<file path="config.mk">
export PLATFORM = sky130hd
export DESIGN_NAME = open_list_arbiter
export DESIGN_NICKNAME = d
export VERILOG_FILES = /design/src/rtl/open_list_arbiter.sv
export SDC_FILE = /design/constraint.sdc
export NUM_CORES = 1
export LEC_CHECK = 0
export ABC_AREA = 1
export CAP_MARGIN = 20
export CORE_MARGIN = 10
export CORE_UTILIZATION = 25
export DETAILED_ROUTE_END_ITERATION = 10
export GPL_TIMING_DRIVEN = 0
export PLACE_DENSITY = 0.73
export SYNTH_ARGS = -nofsm -noshare
export SYNTH_HDL_FRONTEND = slang
export SYNTH_SLANG_ARGS = --single-unit
</file>
<file path="constraint.sdc">
create_clock -name CLK -period 2.35 [get_ports CLK]
set_input_delay 0.47 -clock CLK [delete_from_list [all_inputs] [get_ports CLK]]
set_output_delay 0.47 -clock CLK [all_outputs]
set_load 0.05 [all_outputs]
</file>
<file path="src/rtl/open_list_arbiter.sv">
// open_list_arbiter: round-robin front end that shares one systolic min-priority
// open-list queue between NUM_REQ requesters (push / pop / replace), inserting
// SETTLE_CYCLES idle cycles after each issued op and returning popped heads
// tagged with the owning requester id.
// Optional build macro OPEN_LIST_ARB_STATS_EN adds saturating push/pop/stall counters.
module open_list_arbiter #(
    parameter int NUM_REQ       = 4,
    parameter int DATA_WIDTH    = 32,
    parameter int SETTLE_CYCLES = 1,
    localparam int ID_W         = (NUM_REQ > 1) ? $clog2(NUM_REQ) : 1
) (
    input  logic                          CLK,
    input  logic                          RSTn,
    input  logic [NUM_REQ-1:0]            i_req_valid,
    input  logic [2*NUM_REQ-1:0]          i_req_op,
    input  logic [DATA_WIDTH*NUM_REQ-1:0] i_req_data,
    output logic [NUM_REQ-1:0]            o_req_ready,
    output logic                          o_rsp_valid,
    output logic [ID_W-1:0]               o_rsp_id,
    output logic [DATA_WIDTH-1:0]         o_rsp_data,
`ifdef OPEN_LIST_ARB_STATS_EN
    output logic [31:0]                   o_push_cnt,
    output logic [31:0]                   o_pop_cnt,
    output logic [31:0]                   o_stall_cnt,
`endif
    output logic                          o_q_wrt,
    output logic                          o_q_read,
    output logic [DATA_WIDTH-1:0]         o_q_node_f,
    input  logic                          i_q_full,
    input  logic                          i_q_empty,
    input  logic [DATA_WIDTH-1:0]         i_q_node_f
);

    localparam int CNT_W = (SETTLE_CYCLES > 1) ? $clog2(SETTLE_CYCLES) : 1;

    typedef enum logic {IDLE = 1'b0, GAP = 1'b1} state_t;

    state_t                state_q, state_d;
    logic [ID_W-1:0]       rr_q, rr_d;
    logic [CNT_W-1:0]      gap_cnt_q, gap_cnt_d;
    logic                  rsp_valid_q, rsp_valid_d;
    logic [ID_W-1:0]       rsp_id_q, rsp_id_d;
    logic [DATA_WIDTH-1:0] rsp_data_q, rsp_data_d;

    logic [1:0]            op_arr   [NUM_REQ];
    logic [DATA_WIDTH-1:0] data_arr [NUM_REQ];
    logic [NUM_REQ-1:0]    elig;
    logic                  grant_found;
    logic [ID_W-1:0]       grant_idx;
    logic [1:0]            g_op;
    logic [DATA_WIDTH-1:0] g_data;
    logic                  issue;

    // Unpack requester buses and decide who may be granted this cycle
    always_comb begin
        for (int i = 0; i < NUM_REQ; i++) begin
            op_arr[i]   = i_req_op[2*i +: 2];
            data_arr[i] = i_req_data[DATA_WIDTH*i +: DATA_WIDTH];
            // replace (11) is always eligible; the queue handles replace on full/empty
            elig[i] = i_req_valid[i] && (op_arr[i] != 2'b00)
                      && !((op_arr[i] == 2'b01) && i_q_full)
                      && !((op_arr[i] == 2'b10) && i_q_empty);
        end
    end

    // Round-robin search: first eligible requester at or after the rr pointer
    always_comb begin
        int idx;
        idx         = 0;
        grant_found = 1'b0;
        grant_idx   = '0;
        for (int k = 0; k < NUM_REQ; k++) begin
            idx = int'(rr_q) + k;
            if (idx >= NUM_REQ) idx = idx - NUM_REQ;
            if (!grant_found && elig[idx]) begin
                grant_found = 1'b1;
                grant_idx   = ID_W'(idx);
            end
        end
    end

    assign g_op   = op_arr[grant_idx];
    assign g_data = data_arr[grant_idx];
    assign issue  = (state_q == IDLE) && grant_found;

    // FSM state register plus rr pointer and settle counter
    always_ff @(posedge CLK or negedge RSTn) begin
        if (!RSTn) begin
            state_q   <= IDLE;
            rr_q      <= '0;
            gap_cnt_q <= '0;
        end else begin
            state_q   <= state_d;
            rr_q      <= rr_d;
            gap_cnt_q <= gap_cnt_d;
        end
    end

    // FSM next state: IDLE issues, GAP burns SETTLE_CYCLES cycles before the next grant
    always_comb begin
        state_d   = state_q;
        gap_cnt_d = gap_cnt_q;
        rr_d      = rr_q;
        case (state_q)
            IDLE: begin
                if (issue) begin
                    gap_cnt_d = '0;
                    if (SETTLE_CYCLES > 0) state_d = GAP;
                    rr_d = (grant_idx == ID_W'(NUM_REQ - 1)) ? '0 : grant_idx + 1'b1;
                end
            end
            GAP: begin
                if (gap_cnt_q == CNT_W'(SETTLE_CYCLES - 1)) begin
                    state_d   = IDLE;
                    gap_cnt_d = '0;
                end else begin
                    gap_cnt_d = gap_cnt_q + 1'b1;
                end
            end
            default: begin
                state_d   = IDLE;
                gap_cnt_d = '0;
            end
        endcase
    end

    // FSM outputs: accept strobe and queue strobes only in an issuing IDLE cycle
    always_comb begin
        o_req_ready = '0;
        o_q_wrt     = 1'b0;
        o_q_read    = 1'b0;
        o_q_node_f  = '0;
        if (issue) begin
            o_req_ready[grant_idx] = 1'b1;
            o_q_wrt    = g_op[0];
            o_q_read   = g_op[1];
            o_q_node_f = g_data;
        end
    end

    // Response capture: head is sampled in the issue cycle of a pop/replace
    always_comb begin
        rsp_valid_d = issue && g_op[1];
        rsp_id_d    = rsp_valid_d ? grant_idx  : rsp_id_q;
        rsp_data_d  = rsp_valid_d ? i_q_node_f : rsp_data_q;
    end

    // Response register; a reset drops any in-flight response
    always_ff @(posedge CLK or negedge RSTn) begin
        if (!RSTn) begin
            rsp_valid_q <= 1'b0;
            rsp_id_q    <= '0;
            rsp_data_q  <= '0;
        end else begin
            rsp_valid_q <= rsp_valid_d;
            rsp_id_q    <= rsp_id_d;
            rsp_data_q  <= rsp_data_d;
        end
    end

    assign o_rsp_valid = rsp_valid_q;
    assign o_rsp_id    = rsp_id_q;
    assign o_rsp_data  = rsp_data_q;

`ifdef OPEN_LIST_ARB_STATS_EN
    logic [31:0] push_cnt_q, push_cnt_d;
    logic [31:0] pop_cnt_q, pop_cnt_d;
    logic [31:0] stall_cnt_q, stall_cnt_d;

    function automatic logic [31:0] sat_inc(input logic [31:0] v);
        return (v == 32'hFFFF_FFFF) ? v : v + 32'd1;
    endfunction

    // Statistics next values: accepted pushes, accepted pop/replace, starved IDLE cycles
    always_comb begin
        push_cnt_d  = push_cnt_q;
        pop_cnt_d   = pop_cnt_q;
        stall_cnt_d = stall_cnt_q;
        if (issue && (g_op == 2'b01)) push_cnt_d = sat_inc(push_cnt_q);
        if (issue && g_op[1])         pop_cnt_d  = sat_inc(pop_cnt_q);
        if ((state_q == IDLE) && (|i_req_valid) && !(|elig))
            stall_cnt_d = sat_inc(stall_cnt_q);
    end

    // Statistics registers
    always_ff @(posedge CLK or negedge RSTn) begin
        if (!RSTn) begin
            push_cnt_q  <= '0;
            pop_cnt_q   <= '0;
            stall_cnt_q <= '0;
        end else begin
            push_cnt_q  <= push_cnt_d;
            pop_cnt_q   <= pop_cnt_d;
            stall_cnt_q <= stall_cnt_d;
        end
    end

    assign o_push_cnt  = push_cnt_q;
    assign o_pop_cnt   = pop_cnt_q;
    assign o_stall_cnt = stall_cnt_q;
`endif

endmodule

</file>
# Yosys cells after proc, flatten, opt, wreduce, memory -nomap -nowiden
# Cells that the tools add are included.
# classes
n_addsub	9
n_mux	43
bitwise_logic	2
order_cmp	11
n_reduce_logical	42
n_eq_ne	10
# op_table
op	count
two-way mux 32 bit	7
less-than comparator 32 x 4 -> 1 bit (second input constant)	4
binary-select mux 32 bit (select 2 bit)	1
logical AND 1 bit	26
two-way mux 1 bit	19
two-way mux 2 bit	7
>= comparator 3 bit (second input constant)	4
subtractor 3 x 3 -> 4 bit (second input constant)	3
logical NOT 1 bit	11
== test 2 bit (second input constant)	5
binary-select mux 1 bit (select 2 bit)	4
== test 2 x 1 -> 1 bit (second input constant)	4
nonzero test 2 bit	4
adder 2 x 2 -> 3 bit (second input constant)	2
binary-select mux 2 bit (select 2 bit)	1
two-way mux 4 bit	1
one-hot mux 1 bit (2 select lines)	2
subtractor 2 x 3 -> 4 bit (second input constant)	1
adder 2 x 1 -> 3 bit (second input constant)	1
>= comparator 2 x 3 -> 1 bit (second input constant)	1
less-than comparator 2 x 3 -> 1 bit (second input constant)	1
inverter 2 -> 3 bit	1
adder 2 x 1 -> 2 bit (second input constant)	1
demux 1 bit (select 2 bit)	1
other kinds (5)	5
# word_totals
in_bits	176
regBits	39

# Depth between registers and ports, before layout
# Gate-level depths: netlist of run 1.
# depth
ltp_word	23
ltp_mapped	17
mapped_depth_nobuf	16

# Worst setup path before layout of run 1
# No wires, ideal clock.
# synth_timing
path_kind	input to output
start	input port i_req_op[5]
end	output port o_q_node_f[0]
arrival_time_ps	2615
path_stages	14
n_path_buf	2
slack_ps	-735
path_cell_list	inv_1 -> a21boi_0 -> nand3_1 -> nand3_2 -> nand2_2 -> nand2_1 -> nand2_1 -> nand2_2 -> nand3_4 -> buf_6 -> buf_2 -> nand2_1 -> o211ai_1 -> a21oi_1
# synth_via
elab_chain_cells	23
# synth_lines
item	line_no	rtl
start, declared	15	input logic [2*NUM_REQ-1:0] i_req_op,
== test 2 x 1 -> 1 bit	61	&& !((op_arr[i] == 2'b01) && i_q_full)
logical AND 1 bit	61	
logical NOT 1 bit	61	
logical AND 1 bit	61	
logical AND 1 bit *	62	&& !((op_arr[i] == 2'b10) && i_q_empty);
binary-select mux 1 bit (select 2 bit)	75	if (!grant_found && elig[idx]) begin
two-way mux 1 bit (not written as such) (2 in a row)	75	
two-way mux 1 bit	75	
(+5 left out)	-	
two-way mux 1 bit	75	
logical NOT 1 bit	75	
logical AND 1 bit	75	
two-way mux 2 bit	75	
inverter 2 -> 3 bit (not written as such)	83	assign g_data = data_arr[grant_idx];
binary-select mux 32 bit (select 2 bit)	83	
two-way mux 32 bit (not written as such) (2 in a row)	83	
two-way mux 32 bit *	133	if (issue) begin
end, declared	28	output logic [DATA_WIDTH-1:0] o_q_node_f,
# Mark *: on every way between the ends. The rest lies on a longest branch, timed or not. The select of a mux whose other input is x is not followed.

# Worst setup path after layout of run 1
# layout_timing
start	register rr_q[0]
end	output port o_q_node_f[13]
# layout_via
elab_chain_cells	20
# layout_lines
item	line_no	rtl
start, declared	39	logic [ID_W-1:0] rr_q, rr_d;
start signal, assigned	94	rr_q <= rr_d;
branches (longest 19 deep; another with subtractor 3 x 3 -> 4 bit)	-	
two-way mux 32 bit *	133	
# Mark *: on every way between the ends. The select of a mux whose other input is x is not followed.

==> results of run 1 <==
metal layers:
metal,wire (µm),global-route usage
met1,7040,0.206
met3,1760,0.0706
met5,18,0
met2,9280,0.333
met4,110,0.0206
state kept, by name, summed over array words and instances, names as in the netlist:
signal,flops
rr_q,2
state_q,1
o_rsp_id,2
o_rsp_valid,1
o_rsp_data,32
logic make-up after synthesis:
group,count (synthesis)
adders and majority gates,4
DFF,38
AOI/OAI and AO/OA,107
xor gates and xnor gates,1
buffers and inverters,89
and+or+nand+nor,272
worst register-to-register path: stages, from the launching register on:
cell,delay (ns)
dfrtp_1,0.37
buf_6,0.15
buf_6,0.13
nand3_4,0.10
nand3_2,0.11
nand2_4,0.11
buf_6,0.11
nand4_4,0.11
nand3_4,0.17
buf_4,0.15
buf_6,0.10
nand2_2,0.05
nand3_2,0.07
nand3_4,0.08
buf_4,0.15
buf_6,0.13
buf_8,0.14
nand2_1,0.06
nand2_1,0.05
per-stage QoR:
stage          TNS, ns  worst slack [ns]  instances  hold WS (ns)
4_1_cts         -25.15            -0.730        960         0.329
3_3_place_gp    -95.14             -1.87        931         0.453
2_1_floorplan    -7.26            -0.224        511         0.174
5_1_grt         -35.90            -0.823        982         0.365
3_5_place_dp    -92.18             -1.92        931         0.458
6_report        -25.71            -0.679        982         0.303
worst paths after layout:
check,startpoint,to,slack (ns),cells past startpoint
min in group CLK,o_rsp_data[14]$_DFFE_PN0P_,o_rsp_data[14]$_DFFE_PN0P_,0.47,2
hold / removal,RSTn,o_rsp_data[21]$_DFFE_PN0P_,0.30,1
setup reg to reg,rr_q[0]$_DFFE_PN0P_,o_rsp_data[29]$_DFFE_PN0P_,-0.11,18
max in group asynchronous,RSTn,rr_q[1]$_DFFE_PN0P_,1.44,1
setup / recovery,rr_q[0]$_DFFE_PN0P_,o_q_node_f[13],-0.68,14
hold reg to reg,o_rsp_data[14]$_DFFE_PN0P_,o_rsp_data[14]$_DFFE_PN0P_,0.47,2
synth_stat cells:
library cell	n	area (µm²)
nand3_4	2	35.0
inv_2	3	11.3
nand3_1	53	265
nand2_2	5	31.3
a21boi_0	1	7.51
nand3b_1	1	7.51
buf_2	19	95.1
ha_1	4	50.1
buf_1	2	7.51
xnor2_2	1	16.3
dfrtp_1	38	951
nor3_1	1	5.00
a21boi_1	2	15.0
o21ai_0	26	130
buf_6	3	33.8
nand4_4	1	21.3
o211ai_1	34	255
nor2_1	69	259
o21ai_2	1	8.76
nand3_2	4	40.0
nand2_1	130	488
inv_1	50	188
o21ai_1	9	45.0
a21oi_1	34	170
clkbuf_1	5	18.8
nor2_4	2	22.5
nand4_1	4	25.0
buf_4	7	52.6
layout make-up:
cell class                 count  area, µm²
buffer                        36        473
clock buffer                   6        139
clock inverter                 2       12.5
fill                        1082       4820
inverter                      53        228
multi-input combinational    384       2740
sequential                    38        952
tap                          172        215
timing repair buffer         291       3090
repair_timing:
action / in CTS / in global routing
cloned: 4 / 6
pin swaps: 51 / 53
setup buffers: 17 / 16
setup endpoints to repair: 75 / 75
gates resized for setup: 399 / 89
==> impl_metrics.ini, run 1 <==
[global_routing]
grt_use_total = 0.184
grt_pass1_wl_um = 26600
grt_overflow = 0
grt_pass1_vias = 4579
antenna_found_initial = 1
grt_max_degree = 39

[layout]
final_area_um2 = 7850
drive_gt1_frac = 0.336
final_core_util = 0.619
layout_commonest_cell = clkdlybuf4s50_1
num_antenna_cells = 0
final_cell_mix = clkdlybuf4s50_1 (195), nand2_1 (100), nor2_1 (57), inv_1 (40), nand3_1 (38)
final_nets = 989
area_delta_synth_final_pct = 141

[logic_synthesis]
syn_avg_cell_area_um2 = 6.37
synth_top_family_by_area = simple AND/OR/NAND/NOR gates
syn_nets = 691
synth_compound_area_frac = 0.194
ys_seq_area_frac = 0.292
synth_adder_area_share = 0.0154
yosysWarnings = 0
synth.mux.area_fraction = 0
synth_cell_types = 28
ys_ff_latch = 38
synthSimpleGateAreaFrac = 0.369
netlist_area_um2 = 3260
synth_xor_xnor_area_share = 0.00500
synthCells = 511

[placed_design]
routabilityCongestion = 0.844
dpl.hpwl_um = 13700
portBuffers = 248
dpl-instance-area_um2 = 6550

[clock_tree]
clockBufferDepth = 2
insertion_delay_ns = 0.28
cts_buffers = 5
htreeDepth = 2
cts.sinks = 38
hold_buffers = 0
tritoncts = yes
path_clk_slew_ns = 0.06
clockRootBuffer = clkbuf_16

[sta]
hold_viol = 0
fin_skew_ns = 0.00534
fin_crit_sh = 1.29
worstMarginPinSlew_ns = 0.863
setup_slack_ns = -0.679
finalSetupViolations = 58
drv_slew = 0
fmax_mhz = 330
rsz0062_at_grt = yes
slew_headroom = 0.424
fin_crit_ns = 3.03

[floorplanning]
die_h_um = 134
core_area_um2 = 12700
ios = 249
initial_core_util = 0.257
die_w_um = 134
placement_rows = 41
dieArea_um2 = 18000

[setup_path]
cp_num_buf_inv = 5
end_kind = primary output
crit_chain = buf_6, xnor2_4, inv_2, nand3_2, nand2_4, nand2_4, nand2_4, nand2_4, nand3_4, buf_12, buf_12, o211ai_1, a21oi_4, buf_8
crit_top_cell = nand2_4
start_kind = register
cp_slowest_cell = dfrtp_1
crit_type = reg2out
critical_path.top_delay_family = buffers and inverters
slowest_delay_ns = 0.37
path_max_fanout = 7
required_ns = 1.88
arrival_ns = 2.56

[route]
drt-wirelength-per-cell_um = 18.5
drt_iter0_drc = 204
dr.pass1.iters = 4
ant_nets = 0
drc = 0
vias = 4593
wirelength_um = 18200
avgViaCountPerCell = 4.68

[run]
maxCapViolations = 0

[status]
failed_checks = negative setup slack
outcome = finished with violations

[hold_path]
hold_path_class = in2async
Power of run 1 is not shown: default switching activity piles up to over one toggle a cycle in this logic, so the estimate is an artifact.
==> run 2: changes to the inputs <==
--- a/config.mk
+++ b/config.mk
@@ -12,3 +12,2 @@
 export DETAILED_ROUTE_END_ITERATION = 10
-export GPL_TIMING_DRIVEN = 0
 export PLACE_DENSITY = 0.73
--- a/constraint.sdc
+++ b/constraint.sdc
@@ -3,2 +3,2 @@
 set_output_delay 0.47 -clock CLK [all_outputs]
-set_load 0.05 [all_outputs]
+set_load 0.005 [all_outputs]
==> impl_metrics.ini, run 2 (synthesis gave the netlist of run 1 again) <==
[route]
drc = 0
dr.pass1.iters = 5
drt_iter0_drc = 351
ant_nets = 0
avgViaCountPerCell = 4.91
wirelength_um = 20200
drt-wirelength-per-cell_um = 19.8
vias = 5010

[clock_tree]
tritoncts = yes
insertion_delay_ns = 0.28
path_clk_slew_ns = 0.06
clockBufferDepth = 2
hold_buffers = 0
cts.sinks = 38
htreeDepth = 2
cts_buffers = 5
clockRootBuffer = clkbuf_16

[floorplanning]
ios = 249
core_area_um2 = 12700
die_w_um = 134
placement_rows = 41
initial_core_util = 0.257
dieArea_um2 = 18000
die_h_um = 134

[setup_path]
ff2ff_setup_slack_ns = -0.25
slowest_delay_ns = 0.25
crit_type = in2out
crit_top_cell = nand2_4
path_max_fanout = 4
required_ns = 1.88
start_kind = primary input
arrival_ns = 2.67
crit_chain = clkdlybuf4s15_1, inv_2, a21boi_4, nand3_4, nand2_2, nand2_1, nand2_2, nand2_4, nand2_4, nand2_4, nand3_4, buf_12, buf_12, bufbuf_16, nor2_4, nor2_1, o21ai_1, a21oi_1, buf_2
cp_slowest_cell = bufbuf_16
end_kind = primary output

[global_routing]
grt_pass1_vias = 4946
grt.busiest_layer = met2
met3_usage = 0.0605
use_met1 = 0.221
grtUsageMet2 = 0.366
grt_overflow = 0
antenna_found_initial = 1
grt_pass1_wl_um = 28700
grt_use_total = 0.199
grt_max_degree = 40

[layout]
layoutNonFillerInstCount = 1021
final_nets = 1027
drive_gt1_frac = 0.373
layout_commonest_cell = clkdlybuf4s50_1
area_delta_synth_final_pct = 149
final_cell_mix = clkdlybuf4s50_1 (195), nand2_1 (87), nor2_1 (46)
largest_reg_flops = 32

[sta]
slew_headroom = 0.422
fmax_mhz = 319
finalSetupTns_ns = -31.85
hold_slack_ns = 0.307
hold_viol = 0
drv_slew = 0
fin_crit_ns = 3.14
rsz0062_at_grt = yes
fin_crit_sh = 1.33
setup_slack_ns = -0.787
fin_skew_ns = 0.00576
finalSetupViolations = 74
worstMarginPinSlew_ns = 0.867

[hold_path]
hold_path_class = in2async

[placed_design]
post-place-cells = 940
routabilityCongestion = 0.866
portBuffers = 248
preCtsSetupSlack_ns = -1.36
dpl.hpwl_um = 12600

[status]
outcome = finished with violations
failed_checks = negative setup slack

[run]
maxCapViolations = 0
-- run 2: timing repair --
item	4_1_cts	5_1_grt
gates resized for setup	304	135
pin swaps	60	81
cloned	16	5
setup buffers	45	13
setup endpoints to repair	76	74
-- run 2: critical path: cells and delay by family --
kind	cells	cell delay (ns)
and+or+nand+nor	10	0.81
AOI/OAI and AO/OA	3	0.42
buffers and inverters	6	0.95
-- run 2: final cells by class --
type / instances / area [µm²]
Antenna cell: 1 / 2.50
Clock buffer: 5 / 125
Clock inverter: 3 / 68.8
Fill cell: 1000 / 4580
Inverter: 53 / 238
Multi-Input combinational cell: 385 / 2590
Sequential cell: 38 / 951
Tap cell: 172 / 215
Timing Repair Buffer: 364 / 3900
-- run 2: worst paths after layout --
check | depth (start not counted) | end | from
worst max register to register | 21 | o_rsp_data[26]$_DFFE_PN0P_ | rr_q[0]$_DFFE_PN0P_
min in group CLK | 2 | o_rsp_data[4]$_DFFE_PN0P_ | o_rsp_data[4]$_DFFE_PN0P_
max in group asynchronous | 1 | o_rsp_data[28]$_DFFE_PN0P_ | RSTn
worst min-delay path | 1 | o_rsp_data[16]$_DFFE_PN0P_ | RSTn
worst min register to register | 2 | o_rsp_data[4]$_DFFE_PN0P_ | o_rsp_data[4]$_DFFE_PN0P_
worst max-delay path | 19 | o_q_node_f[28] | i_req_op[1]
-- run 2: through the flow --
stage	instance area (µm²)	util
finish	8090	0.638
floorplan	3370	-
global placement	6240	0.493
global route	8090	0.638
CTS	7500	0.592
detailed placement	6240	0.493
-- run 2: per-layer routing --
metal | up-vias | wire, µm
li1 | 2363 | -
met1 | 2402 | 7590
met2 | 216 | 10500
met3 | 29 | 1790
met4 | 0 | 329
met5 | - | 0
Power of run 2 is left out for the same reason.
==> run 3: changes to the inputs <==
Settings changed: CAP_MARGIN 20 to default, MAX_ROUTING_LAYER from default to met4.
==> impl_metrics.ini, run 3 (synthesis gave the netlist of run 1 again) <==
[clock_tree]
insertion_delay_ns = 0.28
hold_buffers = 0
htreeDepth = 2
path_clk_slew_ns = 0.06
clockBufferDepth = 2
tritoncts = yes
cts_buffers = 5
cts.sinks = 38
clockRootBuffer = clkbuf_16

[route]
ant_nets = 0
avgViaCountPerCell = 4.87
drt_iter0_drc = 337
vias = 4973
drt-wirelength-per-cell_um = 19.7
drc = 0
dr.pass1.iters = 5
wirelength_um = 20100

[global_routing]
grt_max_degree = 40
grt_use_total = 0.205
antenna_found_initial = 1
grt_pass1_wl_um = 28500
grt_overflow = 0
grt_pass1_vias = 4972

[placed_design]
portBuffers = 248
dpl-instance-area_um2 = 6240
routabilityCongestion = 0.880
dpl.hpwl_um = 12600

[layout]
final_area_um2 = 8090
largest_reg_flops = 32
nFillCells = 1003
final_cell_mix = clkdlybuf4s50_1 (195), nand2_1 (87), nor2_1 (46), nand3_2 (41)
final_nets = 1027
final-seq-area_um2 = 951
area_delta_synth_final_pct = 149
drive_gt1_frac = 0.375
layout_commonest_cell = clkdlybuf4s50_1
multi_input_area_um2 = 2600

[sta]
finalSetupViolations = 74
worstMarginPinSlew_ns = 0.858
fin_crit_sh = 1.32
drv_slew = 0
hold_viol = 0
slew_headroom = 0.428
fin_crit_ns = 3.11
rsz0062_at_grt = yes
fmax_mhz = 322
fin_skew_ns = 0.00640
setup_slack_ns = -0.760

[floorplanning]
ios = 249
die_h_um = 134
dieArea_um2 = 18000
initial_core_util = 0.257
die_w_um = 134
core_area_um2 = 12700
placement_rows = 41

[setup_path]
required_ns = 1.88
end_kind = primary output
crit_type = reg2out
path_max_fanout = 5
arrival_ns = 2.64
start_kind = register

[hold_path]
hold_path_class = in2async

[run]
maxCapViolations = 0

[status]
outcome = finished with violations
failed_checks = negative setup slack
## run 3: changes by cell type in the layout (fill, tap and decap cells not counted)
cell             previous run  this run
clkbuf_2                    1         2
clkdlybuf4s15_1             2         1
nand3_1                     5         4
nand3_2                    40        41
## run 3: area by class of cell
class	instances	area share
Antenna cell	1	0.000309
Clock buffer	5	0.0155
Clock inverter	3	0.00851
Inverter	53	0.0294
Multi-Input combinational cell	385	0.321
Sequential cell	38	0.118
Tap cell	172	0.0266
Timing Repair Buffer	364	0.481
## run 3: critical path: stages, from the launching register on
cell	delay, ns
dfrtp_1	0.41
buf_6	0.15
buf_8	0.14
nand3_4	0.10
nand3_2	0.10
nand2_4	0.15
nand4_4	0.17
nand3_4	0.15
buf_12	0.15
buf_12	0.12
bufbuf_16	0.25
nor2_4	0.03
nor2_1	0.10
o21ai_1	0.09
a21oi_1	0.13
buf_2	0.13
## run 3: what timing repair did
action                                 4_1_cts  5_1_grt
cloned                                      16        5
resized for setup                          304      137
setup buffers                               45       13
endpoints found under the hold margin        0        0
pin swaps                                   60       81
setup endpoints to repair                   76       74
## run 3: final timing paths
check                                           from                         end  slack, ns  cells after the start
max                              rr_q[0]$_DFFE_PN0P_              o_q_node_f[28]      -0.76                     15
min                                             RSTn  o_rsp_data[19]$_DFFE_PN0P_       0.30                      1
max reg2reg                      rr_q[0]$_DFFE_PN0P_  o_rsp_data[26]$_DFFE_PN0P_      -0.23                     21
min reg2reg                o_rsp_data[4]$_DFFE_PN0P_   o_rsp_data[4]$_DFFE_PN0P_       0.47                      2
max in group asynchronous                       RSTn         rr_q[1]$_DFFE_PN0P_       1.51                      1
min in group CLK           o_rsp_data[4]$_DFFE_PN0P_   o_rsp_data[4]$_DFFE_PN0P_       0.47                      2
## run 3: stage by stage
step | cells | setup TNS, ns | worst slack [ns] | util | hold WS, ns
after floorplan | 511 | -0.0120 | -0.0120 | - | 0.174
after global placement | 940 | -75.12 | -1.30 | 0.493 | 0.452
after detailed placement | 940 | -78.81 | -1.36 | 0.493 | 0.458
after CTS | 1008 | -32.84 | -0.693 | 0.592 | 0.333
after global routing | 1021 | -40.78 | -0.878 | 0.638 | 0.370
final | 1021 | -30.78 | -0.760 | 0.638 | 0.304
## run 3: routing by layer
layer  global-route usage  part of all wire
met5                    -                 0
met4               0.0411             0.017
met3               0.0534             0.078
met2                0.365              0.52
met1                0.226              0.39
Power of run 3 is left out for the same reason.
